[src/rtl/dmem_arb_pkg.sv]
// Shared types and default widths for the data-memory arbiter.
package dmem_arb_pkg;

    localparam int DEF_ADDRESS_WIDTH = 20;
    localparam int DEF_DATA_WIDTH    = 32;
    localparam int DEF_MAX_WAIT      = 8;

    // Width of the beat counter (l_len) and of the starvation counter.
    localparam int CNT_W = 4;

    // Who currently drives the memory port.
    typedef enum logic {
        PIPE  = 1'b0,
        BURST = 1'b1
    } arb_state_e;

    // Which requester a returning read word belongs to.
    typedef enum logic {
        OWN_PIPE   = 1'b0,
        OWN_LOADER = 1'b1
    } rd_owner_e;

    // Saturation value of the starvation counter for a given MAX_WAIT.
    function automatic logic [CNT_W-1:0] wait_limit(input int max_wait);
        return CNT_W'(max_wait - 1);
    endfunction

endpackage

[src/rtl/dmem_arb_wait_counter.sv]
// Saturating starvation counter: counts cycles the loader has been kept
// waiting and flags when the pipeline must yield.
module dmem_arb_wait_counter
    import dmem_arb_pkg::*;
#(
    parameter int MAX_WAIT = DEF_MAX_WAIT
) (
    input  logic             clk,
    input  logic             rst,
    input  logic             clr,
    input  logic             inc,
    output logic [CNT_W-1:0] count,
    output logic             at_limit
);

    localparam logic [CNT_W-1:0] LIMIT = wait_limit(MAX_WAIT);

    assign at_limit = (count == LIMIT);

    // Clear wins over increment; the count holds once it reaches LIMIT.
    always_ff @(posedge clk) begin
        if (rst || clr) begin
            count <= '0;
        end else if (inc && !at_limit) begin
            count <= count + CNT_W'(1);
        end
    end

endmodule

[src/rtl/dmem_arbiter.sv]
// Data-memory arbiter between the pipeline MEM stage and a burst loader.
// The pipeline owns the port by default; the loader takes it for a whole
// burst when the pipeline is idle or the loader has starved long enough.
//
// Handshake: the loader holds l_req for the full burst and presents one
// beat at a time; a beat is accepted in every cycle l_gnt is high, and the
// loader advances addr/data after such a cycle. l_done accompanies the last
// accepted beat. Dropping l_req before then aborts the burst.
// Read data returns one cycle after the read strobe on whichever of
// p_rvalid/l_rvalid matches the requester that issued it.
module dmem_arbiter
    import dmem_arb_pkg::*;
#(
    parameter int ADDRESS_WIDTH = DEF_ADDRESS_WIDTH,
    parameter int DATA_WIDTH    = DEF_DATA_WIDTH,
    parameter int MAX_WAIT      = DEF_MAX_WAIT
) (
    input  logic                     clk,
    input  logic                     rst,
    // pipeline side
    input  logic                     p_req,
    input  logic                     p_we,
    input  logic                     p_be,
    input  logic [ADDRESS_WIDTH-1:0] p_addr,
    input  logic [DATA_WIDTH-1:0]    p_wdata,
    output logic                     p_stall,
    output logic                     p_rvalid,
    output logic [DATA_WIDTH-1:0]    p_rdata,
    // loader side
    input  logic                     l_req,
    input  logic                     l_we,
    input  logic                     l_be,
    input  logic [ADDRESS_WIDTH-1:0] l_addr,
    input  logic [DATA_WIDTH-1:0]    l_wdata,
    input  logic [CNT_W-1:0]         l_len,
    output logic                     l_gnt,
    output logic                     l_done,
    output logic                     l_rvalid,
    output logic [DATA_WIDTH-1:0]    l_rdata,
    // data memory
    output logic [ADDRESS_WIDTH-1:0] mem_addr,
    output logic [DATA_WIDTH-1:0]    mem_wdata,
    output logic                     mem_we,
    output logic                     mem_re,
    output logic                     mem_be,
    input  logic [DATA_WIDTH-1:0]    mem_rdata,
    // debug visibility
    output logic                     dbg_state,
    output logic [CNT_W-1:0]         dbg_beat_cnt,
    output logic [CNT_W-1:0]         dbg_wait_cnt
);

    arb_state_e       state, state_next;
    logic [CNT_W-1:0] beat_cnt, beat_next;
    logic             wait_clr, wait_inc, wait_at_limit;
    logic [CNT_W-1:0] wait_cnt;
    logic             rd_pending;
    rd_owner_e        rd_owner;

    dmem_arb_wait_counter #(
        .MAX_WAIT (MAX_WAIT)
    ) u_wait_counter (
        .clk      (clk),
        .rst      (rst),
        .clr      (wait_clr),
        .inc      (wait_inc),
        .count    (wait_cnt),
        .at_limit (wait_at_limit)
    );

    assign dbg_state    = state;
    assign dbg_beat_cnt = beat_cnt;
    assign dbg_wait_cnt = wait_cnt;

    // Port mux, strobes and next-state; strobes are quiet while in reset.
    always_comb begin
        state_next = state;
        beat_next  = beat_cnt;
        p_stall    = 1'b0;
        l_gnt      = 1'b0;
        l_done     = 1'b0;
        mem_we     = 1'b0;
        mem_re     = 1'b0;
        mem_addr   = p_addr;
        mem_wdata  = p_wdata;
        mem_be     = p_be;
        wait_clr   = 1'b1;
        wait_inc   = 1'b0;

        if (state == BURST) begin
            mem_addr  = l_addr;
            mem_wdata = l_wdata;
            mem_be    = l_be;
        end

        if (!rst) begin
            unique case (state)
                PIPE: begin
                    mem_we   = p_req & p_we;
                    mem_re   = p_req & ~p_we;
                    wait_inc = l_req;
                    wait_clr = ~l_req;
                    if (l_req && (!p_req || wait_at_limit)) begin
                        state_next = BURST;
                        beat_next  = l_len;
                        wait_clr   = 1'b1;
                    end
                end
                BURST: begin
                    l_gnt   = l_req;
                    mem_we  = l_req & l_we;
                    mem_re  = l_req & ~l_we;
                    p_stall = p_req;
                    if (!l_req) begin
                        // loader withdrew: abort without l_done
                        state_next = PIPE;
                        beat_next  = '0;
                    end else if (beat_cnt == '0) begin
                        l_done     = 1'b1;
                        state_next = PIPE;
                    end else begin
                        beat_next = beat_cnt - CNT_W'(1);
                    end
                end
                default: begin
                    state_next = PIPE;
                    beat_next  = '0;
                end
            endcase
        end
    end

    // FSM state and beat counter.
    always_ff @(posedge clk) begin
        if (rst) begin
            state    <= PIPE;
            beat_cnt <= '0;
        end else begin
            state    <= state_next;
            beat_cnt <= beat_next;
        end
    end

    // Remember who issued this cycle's read so the return can be routed.
    always_ff @(posedge clk) begin
        if (rst) begin
            rd_pending <= 1'b0;
            rd_owner   <= OWN_PIPE;
        end else begin
            rd_pending <= mem_re;
            rd_owner   <= (state == BURST) ? OWN_LOADER : OWN_PIPE;
        end
    end

    // Route the returning memory word to its requester; zero otherwise.
    always_comb begin
        p_rvalid = !rst && rd_pending && (rd_owner == OWN_PIPE);
        l_rvalid = !rst && rd_pending && (rd_owner == OWN_LOADER);
        p_rdata  = p_rvalid ? mem_rdata : '0;
        l_rdata  = l_rvalid ? mem_rdata : '0;
    end

endmodule

[config.mk]
export PLATFORM = sky130hd
export DESIGN_NAME = dmem_arbiter
export DESIGN_NICKNAME = d
export VERILOG_FILES = /design/src/rtl/dmem_arb_pkg.sv /design/src/rtl/dmem_arb_wait_counter.sv /design/src/rtl/dmem_arbiter.sv
export SDC_FILE = /design/constraint.sdc
export NUM_CORES = 1
export LEC_CHECK = 0
export ABC_AREA = 1
export CAP_MARGIN = 20
export CELL_PAD_IN_SITES_DETAIL_PLACEMENT = 1
export CELL_PAD_IN_SITES_GLOBAL_PLACEMENT = 1
export CORE_UTILIZATION = 11
export CTS_CLUSTER_DIAMETER = 200
export DETAILED_ROUTE_END_ITERATION = 12
export GPL_TIMING_DRIVEN = 1
export MAX_ROUTING_LAYER = met4
export PLACE_DENSITY = 0.87
export SYNTH_ARGS = -nofsm -noshare
export SYNTH_HDL_FRONTEND = slang
export SYNTH_SLANG_ARGS = --single-unit
[constraint.sdc]
create_clock -name clk -period 1.29 [get_ports clk]
set_input_delay 0.1935 -clock clk [delete_from_list [all_inputs] [get_ports clk]]
set_output_delay 0.1935 -clock clk [all_outputs]
set_load 0.03 [all_outputs]
== Yosys cells after proc, flatten, opt, wreduce, memory -nomap -nowiden ==
Cells that the tools add are included.
Storage, ports and cells
  bits in registers: 11
  output and inout bits: 133
Cells by class
  eq/ne operators: 3
  add/subtract/negate cells: 2
  bitwise operators: 9
  reduce and logical (&&, ||, !) cells: 12
  muxes and demuxes: 31
Operators with widths (count)
  $mux W32: 3
  $mux W1: 20
  $mux W20: 1
  $mux W4: 3
  $pmux W4 S2: 1
  $pmux W1 S2: 3
  $logic_and A1 B1 Y1: 5
  $not A1 Y1: 5
  $add A4 B1 Y4 const B: 1
  $and A1 B1 Y1: 4
  $eq A4 B3 Y1 const B: 1
  $logic_not A4 Y1: 1
  $sub A4 B1 Y4 const B: 1
  $logic_not A1 Y1: 3
  $ne A3 B3 Y1 const B: 1
  $logic_or A1 B1 Y1: 2
  $ne A2 B2 Y1 const B: 1
  $reduce_and A2 Y1: 1

== Logic depth before layout (Yosys ltp) ==
Gate-level depths: netlist of the first run.
  depth in word-level cells: 7
  mapped depth: 8
  depth with buffers taken out: 8

== Hierarchy ==
From an unflattened synthesis of the first run, not the netlist that was laid out.
Second synthesis, totals
  cells, all modules: 384
  area total of the unflattened synthesis: 1796.7 um^2
By module, submodules not included
  dmem_arbiter: area each 1592.8 um^2, cells an instance 354, seq. area each 140.1 um^2, instances 1
  dmem_arb_wait_counter: area each 203.9 um^2, cells an instance 30, seq. area each 80.1 um^2, instances 1

== Least setup slack after synthesis of the first run ==
OpenSTA, ideal clock, no wires.
  kind: flip-flop to output port
  start: register state, in the netlist dbg_state
  end: output mem_re
  data arrival time: 1843 ps
  cell stages (with the launch flop): 5
  slack: -746 ps
  cells stage by stage: dfxtp_1 nand2_1 nor2_1 inv_1 o32ai_1
On the way
  word-level cells in the longest chain between the ends: 3
RTL lines
  start, declared: RTL line dmem_arbiter.sv:53  | arb_state_e state, state_next;
  start signal, assigned: RTL line dmem_arbiter.sv:139  | state <= state_next;
  $not A1 Y1
  $pmux W1 S2 *: RTL line dmem_arbiter.sv:97  | unique case (state)
  $mux W1 *: RTL line dmem_arbiter.sv:96  | if (!rst) begin
  end, declared: RTL line dmem_arbiter.sv:44  | output logic mem_re,
Every way passes the cells marked *; elsewhere a longest branch is shown, timed or not.

== Final worst setup path of the first run ==
  start: register rd_owner
  end: output p_rdata[4]
On the way
  word-level cells in the longest chain between the ends: 3
RTL lines
  start, declared: RTL line dmem_arbiter.sv:58  | rd_owner_e rd_owner;
  start signal, assigned: RTL line dmem_arbiter.sv:151  | rd_owner <= (state == BURST) ? OWN_LOADER : OWN_PIPE;
  $not A1 Y1: RTL line dmem_arbiter.sv:157  | p_rvalid = !rst && rd_pending && (rd_owner == OWN_PIPE);
  $logic_and A1 B1 Y1: RTL line dmem_arbiter.sv:157
  $mux W32: RTL line dmem_arbiter.sv:159  | p_rdata = p_rvalid ? mem_rdata : '0;
  end, declared: RTL line dmem_arbiter.sv:28  | output logic [DATA_WIDTH-1:0] p_rdata,
Every way passes these cells.

==> metrics.json, run 1 <==
{
  "synth_async_sr_flop_share_pct": 0,
  "grt_antenna_before_repair": 0,
  "post-dp-hpwl_um": 9875,
  "required_time_worst_endpoint_ns": 1.10,
  "finalCritPeriodShare_pct": 121.2,
  "maxCapViolCount": 0,
  "grt_first_pass_wirelength_um": 22830,
  "failed_checks": "negative setup slack",
  "synth-adder-area-share_pct": 2.175,
  "postLayoutCoreUtil_pct": 46.22,
  "main_combinational_cell_family_by_area_after_synthesis": "simple AND/OR/NAND/NOR gates",
  "insertion_delay_ns": 0.24,
  "status": "finished with violations",
  "fp.dieW_um": 127.2,
  "synthDistinctLibCells": 19,
  "synth_mux_area_share_pct": 0,
  "count_of_flip_flops_with_a_built_in_enable_after_synthesis": 0,
  "finalWorstSetupSlack_ns": -0.2735,
  "share_of_the_synthesized_area_in_compound_gates_ao_oa_aoi_oai_pct": 2.756,
  "worst_ep_arrival_time_ns": 1.37,
  "initial_utilization_pct": 11.31,
  "timing.setup.critical_path_class": "reg -> out",
  "ant_nets": 0,
  "syn_nets": 520,
  "fin_worst_skew_ns": 0.001445,
  "critPathLaunchType": "register",
  "globalplace.congestion": 0.7780,
  "clk_transition_reported_paths_ns": 0.04,
  "slew_viol_final": 0,
  "synth-seq-area-share_pct": 12.76,
  "globalRouteOverflowTotal": 0,
  "dr.first_iter.drc_count": 81,
  "yosys.cell_count.top_type": "nand2_1",
  "netlist_area_um2": 1725,
  "via_per_inst": 4.057,
  "drive_above_1_share_pct": 60.84,
  "drc": 0,
  "cellPowerDensity_nw_per_um2": 474.4,
  "finalHoldViolCount": 0,
  "buffer_ports.inserted": 280,
  "post_synth.cell_area_avg_um2": 4.676,
  "clock_tree_from_tritoncts": "yes",
  "ys_top_cells_by_count": "181 x nand2_1, 83 x nor2_1, 44 x inv_1",
  "drt-wirelength-per-cell_um": 18.14,
  "post_synth_inst_count": 369,
  "ys_ff_latch": 11,
  "worstHoldPathType": "reg -> reg",
  "rows": 45,
  "finish.net_count": 839,
  "timing.critical_path.slowest_cell_delay_ns": 0.33,
  "h-tree-depth": 1,
  "cts_num_sinks": 11,
  "critPathTopFamily": "buffers and inverters",
  "area_delta_synth_final_pct": 308.7,
  "post-place-ws_ns": -0.4264,
  "timing.max_slew.rel_slack_pct": 78.80,
  "tightestPinTransition_ns": 0.3192,
  "post-route-min-period_ns": 1.563,
  "design.core.area_um2": 15260,
  "timing.final.setup_violations": 122,
  "total_routing_usage_reported_by_global_routing_pct": 19.21,
  "critPathSlowestCell": "dfxtp_2",
  "numCtsBuffers": 3,
  "cts_root_buffer": "clkbuf_16",
  "worst_ir_drop_vdd_v": 0.0004084,
  "maximum_buffer_depth_of_the_clock_tree": 2,
  "synth_area_leaders": "nand2_1 39%, nor2_1 18%, dfxtp_1 13%",
  "synth_xor_area_share_pct": 1.015,
  "ant_diodes": 0,
  "worstPathCellList": "nor3_4, inv_4, clkbuf_16, nor2_4, buf_6",
  "length_of_the_first_detailed_routing_pass_in_iterations": 3,
  "worst-path-buf-inv": 3,
  "postCtsHoldBufs": 0,
  "synth_flop_cell": "dfxtp_1",
  "die-area_um2": 16190,
  "synth_simple_gate_area_share_pct": 62.65,
  "grt_start_max_net_pins": 21,
  "die-height_um": 127.2,
  "yosysWarningCount": 0,
  "static-leakage-power_nw": 3.253,
  "number_of_global_route_vias_before_repair": 4036,
  "endpoint_kind": "output pin",
  "rsz_0062_raised_after_global_routing": "yes",
  "via_count": 3643,
  "timing.critical_path.fanout_max": 10,
  "pin_count": 281,
  "biggest_area_consumer_among_synthesized_cells": "nand2_1",
  "achievable-frequency_mhz": 639.6,
  "drt-total-wl_um": 16290,
  "yosys.area.top_type_share_pct": 39.38
}
==> registers in the layout, summed over array words and instances (netlist names) <==
signal,flops
rd_pending,1
dbg_beat_cnt,4
rd_owner,1
u_wait_counter.count,4
dbg_state,1
==> final timing paths <==
| path | start | endpoint | slack [ns] | cells after the start |
|---|---|---|---|---|
| setup / recovery | rd_owner | p_rdata[4] | -0.27 | 5 |
| hold / removal | u_wait_counter.count[0] | u_wait_counter.count[0] | 0.46 | 1 |
| setup reg to reg | dbg_state | dbg_beat_cnt[0] | 0.04 | 8 |
| hold reg to reg | u_wait_counter.count[0] | u_wait_counter.count[0] | 0.46 | 1 |
==> repair_timing <==
action	CTS	global route
resized for setup	342	62
endpoints found under the setup margin	131	127
buffers inserted	16	5
gates cloned	11	3
hold endpoints to repair	0	0
pin swaps	49	35
==> stage by stage <==
stage,hold slack [ns],power [mW],TNS (ns),std cells,area [µm²]
finish,0.4635,3.345,-24.14,898,7052
detailed placement,0.4343,2.094,-28.01,864,5122
floorplan,0.3051,1.199,-9.978,369,2275
global placement,0.4328,2.055,-27.12,864,5122
CTS,0.4387,3.258,-24.42,894,6779
global route,0.4769,3.500,-30.77,898,7052
==> where the power goes <==
part | leakage [nW] | internal (mW) | switching, mW
Sequential | 0.0931 | 0.362 | 0.0244
Clock | 0.0382 | 0.415 | 0.150
Combinational | 3.12 | 1.18 | 1.22
==> placed cells by master, fill, tap and decap left out, types with 2 or more instances in the layout <==
cell type / synthesis / layout
nor2_4: 0 / 65
clkdlybuf4s50_1: 0 / 144
nand2_2: 1 / 71
nor2_1: 83 / 16
nand2_1: 181 / 39
inv_1: 44 / 39
nand3_1: 9 / 7
o21ai_2: 0 / 2
dfxtp_2: 0 / 6
dlygate4sd2_1: 0 / 10
buf_12: 0 / 18
nor2_2: 0 / 2
nand2_4: 0 / 72
o21ai_1: 1 / 2
inv_4: 0 / 5
clkbuf_16: 0 / 6
nand3_2: 0 / 2
buf_4: 0 / 18
buf_8: 0 / 2
buf_6: 7 / 129
buf_16: 0 / 9
nor3_4: 2 / 2
inv_2: 5 / 4
dfxtp_1: 11 / 4
==> cell families after synthesis <==
group / Yosys count
xor gates and xnor gates: 2
buffers and inverters: 68
adders and majority gates: 3
DFF: 11
AOI/OAI and AO/OA: 8
and+or+nand+nor: 277
==> layer usage <==
layer	track usage, %	up-vias	routed length, µm
met1	19.17	1688	5696
met3	3.518	26	975
met4	4.412	0	325
met5	-	-	0
li1	-	1720	-
met2	38.20	209	9296
==> area by class of cell <==
class,count,area (µm²)
Fill cell,1697,8207
Timing Repair Buffer,333,3830
Multi-Input combinational cell,290,2444
Tap cell,211,264.0
Sequential cell,11,231.5
Inverter,49,203.9
Clock buffer,4,78.83
No activity file was read; power rests on OpenSTA's default activity.
==> run 2: changes to the inputs <==
--- a/config.mk
+++ b/config.mk
@@ -6,7 +6,7 @@
 export NUM_CORES = 1
 export LEC_CHECK = 0
 export ABC_AREA = 1
-export CAP_MARGIN = 20
+export CAP_MARGIN = 5
 export CELL_PAD_IN_SITES_DETAIL_PLACEMENT = 1
 export CELL_PAD_IN_SITES_GLOBAL_PLACEMENT = 1
 export CORE_UTILIZATION = 11
==> results of run 2 <==
The final DEF is identical to that of run 1; final timing and power are the same.
==> run 3: changes to the inputs <==
--- a/config.mk
+++ b/config.mk
@@ -13,7 +13,6 @@
 export CTS_CLUSTER_DIAMETER = 200
 export DETAILED_ROUTE_END_ITERATION = 12
 export GPL_TIMING_DRIVEN = 1
-export MAX_ROUTING_LAYER = met4
 export PLACE_DENSITY = 0.87
 export SYNTH_ARGS = -nofsm -noshare
 export SYNTH_HDL_FRONTEND = slang
==> run 3 against run 2 <==
The flow still finishes with violations (negative setup slack). Sequential cell count did not move. Register-to-register slack about the same. Sequential power hardly changed. First-iteration DRC count down 11%. Count of clock-buffer cells in the layout is the same. Critical path depth unchanged. Clock power hardly changed. Via count shrank 0.44%.
==> metrics.json, run 3 (synthesis results as in run 1) <==
{
  "globalplace.congestion": {"value": 0.7677, "change": "was 0.7780"},
  "h-tree-depth": {"value": 1, "change": "unchanged"},
  "failed_checks": {"value": "negative setup slack", "change": "unchanged"},
  "status": {"value": "finished with violations", "change": "unchanged"},
  "total_routing_usage_reported_by_global_routing": {"value": 18.68, "unit": "%", "change": "was 19.21%"},
  "post-route-min-period": {"value": 1.564, "unit": "ns", "change": "was 1.563 ns"},
  "initial_utilization": {"value": 11.31, "unit": "%", "change": "unchanged"},
  "required_time_worst_endpoint": {"value": 1.10, "unit": "ns", "change": "about the same"},
  "cts_num_sinks": {"value": 11, "change": "unchanged"},
  "numCtsBuffers": {"value": 3, "change": "unchanged"},
  "worst_ir_drop_vdd": {"value": 0.0004084, "unit": "V", "change": "about the same"},
  "drive_above_1_share": {"value": 60.84, "unit": "%", "change": "unchanged"},
  "postCtsHoldBufs": {"value": 0, "change": "unchanged"},
  "finalHoldViolCount": {"value": 0, "change": "unchanged"},
  "pin_count": {"value": 281, "change": "unchanged"},
  "rows": {"value": 45, "change": "unchanged"},
  "drt-wirelength-per-cell": {"value": 18.13, "unit": "µm", "change": "was 18.14 µm"},
  "finalNonFillerCells": {"value": 898, "change": "unchanged"},
  "critPathLaunchType": {"value": "register", "change": "unchanged"},
  "length_of_the_first_detailed_routing_pass_in_iterations": {"value": 3, "change": "unchanged"},
  "via_count": {"value": 3627, "change": "was 3643"},
  "met2WireLength": {"value": 9318, "unit": "µm", "change": "was 9296 µm"},
  "drc": {"value": 0, "change": "unchanged"},
  "achievable-frequency": {"value": 639.3, "unit": "MHz", "change": "was 639.6 MHz"},
  "critPathSlowestCell": {"value": "dfxtp_2", "change": "unchanged"},
  "min_path_cells": {"value": 1, "change": "unchanged"},
  "finalCritPeriodShare": {"value": 121.3, "unit": "%", "change": "was 121.2%"},
  "die-height": {"value": 127.2, "unit": "µm", "change": "unchanged"},
  "ant_diodes": {"value": 0, "change": "unchanged"},
  "wirelength_met1": {"value": 5622, "unit": "µm", "change": "was 5696 µm"},
  "timing.critical_path.fanout_max": {"value": 10, "change": "unchanged"},
  "grt_start_max_net_pins": {"value": 21, "change": "unchanged"},
  "report.power.total": {"value": 3.345, "unit": "mW", "change": "about the same"},
  "holdCritStartpoint": {"value": "u_wait_counter.count[0]", "change": "unchanged"},
  "fin_worst_skew": {"value": 0.001616, "unit": "ns", "change": "was 0.001445 ns"},
  "clock_tree_from_tritoncts": {"value": "yes", "change": "unchanged"},
  "min_delay_worst_endpoint": {"value": "u_wait_counter.count[0]", "change": "unchanged"},
  "worstHoldPathType": {"value": "reg -> reg", "change": "unchanged"},
  "grt_first_pass_wirelength": {"value": 22920, "unit": "µm", "change": "was 22830 µm"},
  "maxCapViolCount": {"value": 0, "change": "unchanged"},
  "endpoint_kind": {"value": "output pin", "change": "unchanged"},
  "most_frequent_standard_cell_in_the_layout_excluding_fill_and_tap_cells": {"value": "clkdlybuf4s50_1", "change": "unchanged"},
  "die-area": {"value": 16190, "unit": "µm²", "change": "unchanged"},
  "design.core.area": {"value": 15260, "unit": "µm²", "change": "unchanged"},
  "clk_transition_reported_paths": {"value": 0.04, "unit": "ns", "change": "about the same"},
  "slew_viol_final": {"value": 0, "change": "unchanged"},
  "area_delta_synth_final": {"value": 308.7, "unit": "%", "change": "unchanged"},
  "r2r_start": {"value": "dbg_state", "change": "unchanged"},
  "topRoutingLayerUsed": {"value": "met4", "change": "unchanged"},
  "drt-total-wl": {"value": 16280, "unit": "µm", "change": "was 16290 µm"},
  "timing.critical_path.slowest_cell_delay": {"value": 0.33, "unit": "ns", "change": "about the same"},
  "met3WireLength": {"value": 1032, "unit": "µm", "change": "was 975 µm"},
  "critical_register_to_register_path_endpoint": {"value": "dbg_beat_cnt[0]", "change": "unchanged"},
  "insertion_delay": {"value": 0.24, "unit": "ns", "change": "about the same"},
  "finish.net_count": {"value": 839, "change": "unchanged"},
  "worst_ep_arrival_time": {"value": 1.37, "unit": "ns", "change": "about the same"},
  "buffer_ports.inserted": {"value": 280, "change": "unchanged"},
  "r2r_setup_slack": {"value": 0.04, "unit": "ns", "change": "about the same"},
  "fp.dieW": {"value": 127.2, "unit": "µm", "change": "unchanged"},
  "worstPathCellList": {"value": "nor3_4, inv_4, clkbuf_16, nor2_4, buf_6", "change": "unchanged"},
  "static-leakage-power": {"value": 3.253, "unit": "nW", "change": "unchanged"},
  "maximum_buffer_depth_of_the_clock_tree": {"value": 2, "change": "unchanged"},
  "number_of_global_route_vias_before_repair": {"value": 4024, "change": "was 4036"},
  "ant_nets": {"value": 0, "change": "unchanged"},
  "finalWorstSetupSlack": {"value": -0.2742, "unit": "ns", "change": "was -0.2735 ns"},
  "tightestPinTransition": {"value": 0.3176, "unit": "ns", "change": "was 0.3192 ns"},
  "timing.reg2reg.worst_path_depth": {"value": 8, "change": "unchanged"},
  "grt_antenna_before_repair": {"value": 0, "change": "unchanged"},
  "postLayoutCoreUtil": {"value": 46.22, "unit": "%", "change": "unchanged"},
  "dr.first_iter.drc_count": {"value": 72, "change": "was 81"},
  "rsz_0062_raised_after_global_routing": {"value": "yes", "change": "unchanged"},
  "timing.final.setup_violations": {"value": 122, "change": "unchanged"},
  "layout.cells.most_common_list": {"value": "144 x clkdlybuf4s50_1, 129 x buf_6, 72 x nand2_4, 71 x nand2_2, 65 x nor2_4", "change": "unchanged"},
  "dpl.cell_count": {"value": 864, "change": "unchanged"},
  "post-dp-hpwl": {"value": 9875, "unit": "µm", "change": "unchanged"},
  "timing.setup.critical_path_class": {"value": "reg -> out", "change": "unchanged"},
  "timing.max_slew.rel_slack": {"value": 78.91, "unit": "%", "change": "was 78.80%"},
  "via_per_inst": {"value": 4.039, "change": "was 4.057"},
  "globalRouteOverflowTotal": {"value": 0, "change": "unchanged"},
  "cellPowerDensity": {"value": 474.3, "unit": "nW/µm²", "change": "was 474.4 nW/µm²"},
  "cts_root_buffer": {"value": "clkbuf_16", "change": "unchanged"}
}
[run 3: cell counts in the layout (fill, tap and decap cells not counted)]
No cell type changed its count.
[run 3: layout make-up]
class	count	area (µm²)
repair buffers	333	3830
clock buffers	4	78.83
well taps	211	264.0
inverters	49	203.9
flip-flops and latches	11	231.5
multi-input cells	290	2444
fillers	1697	8207
[run 3: critical path, delay by kind of cell, from the launching register on]
family	cells	cell delay [ns]
buf+inv	3	0.46
simple gates	2	0.33
flops	1	0.33
[run 3: routing by layer]
layer  track usage [%]  up-vias
met2             38.24      199
met4             4.412        0
met5                 0        -
met3             4.146       24
li1                  -     1719
met1             18.84     1685
[run 3: metrics by stage]
| step | TNS [ns] | setup slack [ns] | hold slack, ns | instance area, µm² |
|---|---|---|---|---|
| after floorplan | -9.978 | -0.1942 | 0.3051 | 2275 |
| after global placement | -27.12 | -0.4124 | 0.4328 | 5122 |
| after detailed placement | -28.01 | -0.4264 | 0.4343 | 5122 |
| after CTS | -24.42 | -0.2789 | 0.4387 | 6779 |
| after global routing | -30.75 | -0.3421 | 0.4769 | 7052 |
| final | -23.99 | -0.2742 | 0.4626 | 7052 |
[run 3: where the power goes]
group | internal, mW | switching, mW | leakage [nW] | total, mW
clock network | 0.415 | 0.150 | 0.0382 | 0.564
registers | 0.362 | 0.0243 | 0.0931 | 0.386
logic | 1.18 | 1.22 | 3.12 | 2.39
[run 3: worst max path at each step]
stage               start  depth (start not counted)           to
3_5_place_dp          rst                          6   p_rdata[5]
5_1_grt        rd_pending                          6  l_rdata[11]
6_report         rd_owner                          5   p_rdata[4]
2_1_floorplan    rd_owner                          5  l_rdata[10]
4_1_cts        rd_pending                          6  l_rdata[31]
3_3_place_gp          rst                          6  p_rdata[29]
[run 3: timing repair]
action | in CTS | in global routing
cloned | 11 | 3
gates resized for setup | 342 | 62
pin swaps | 49 | 35
endpoints found under the setup margin | 131 | 127
setup buffers | 16 | 5
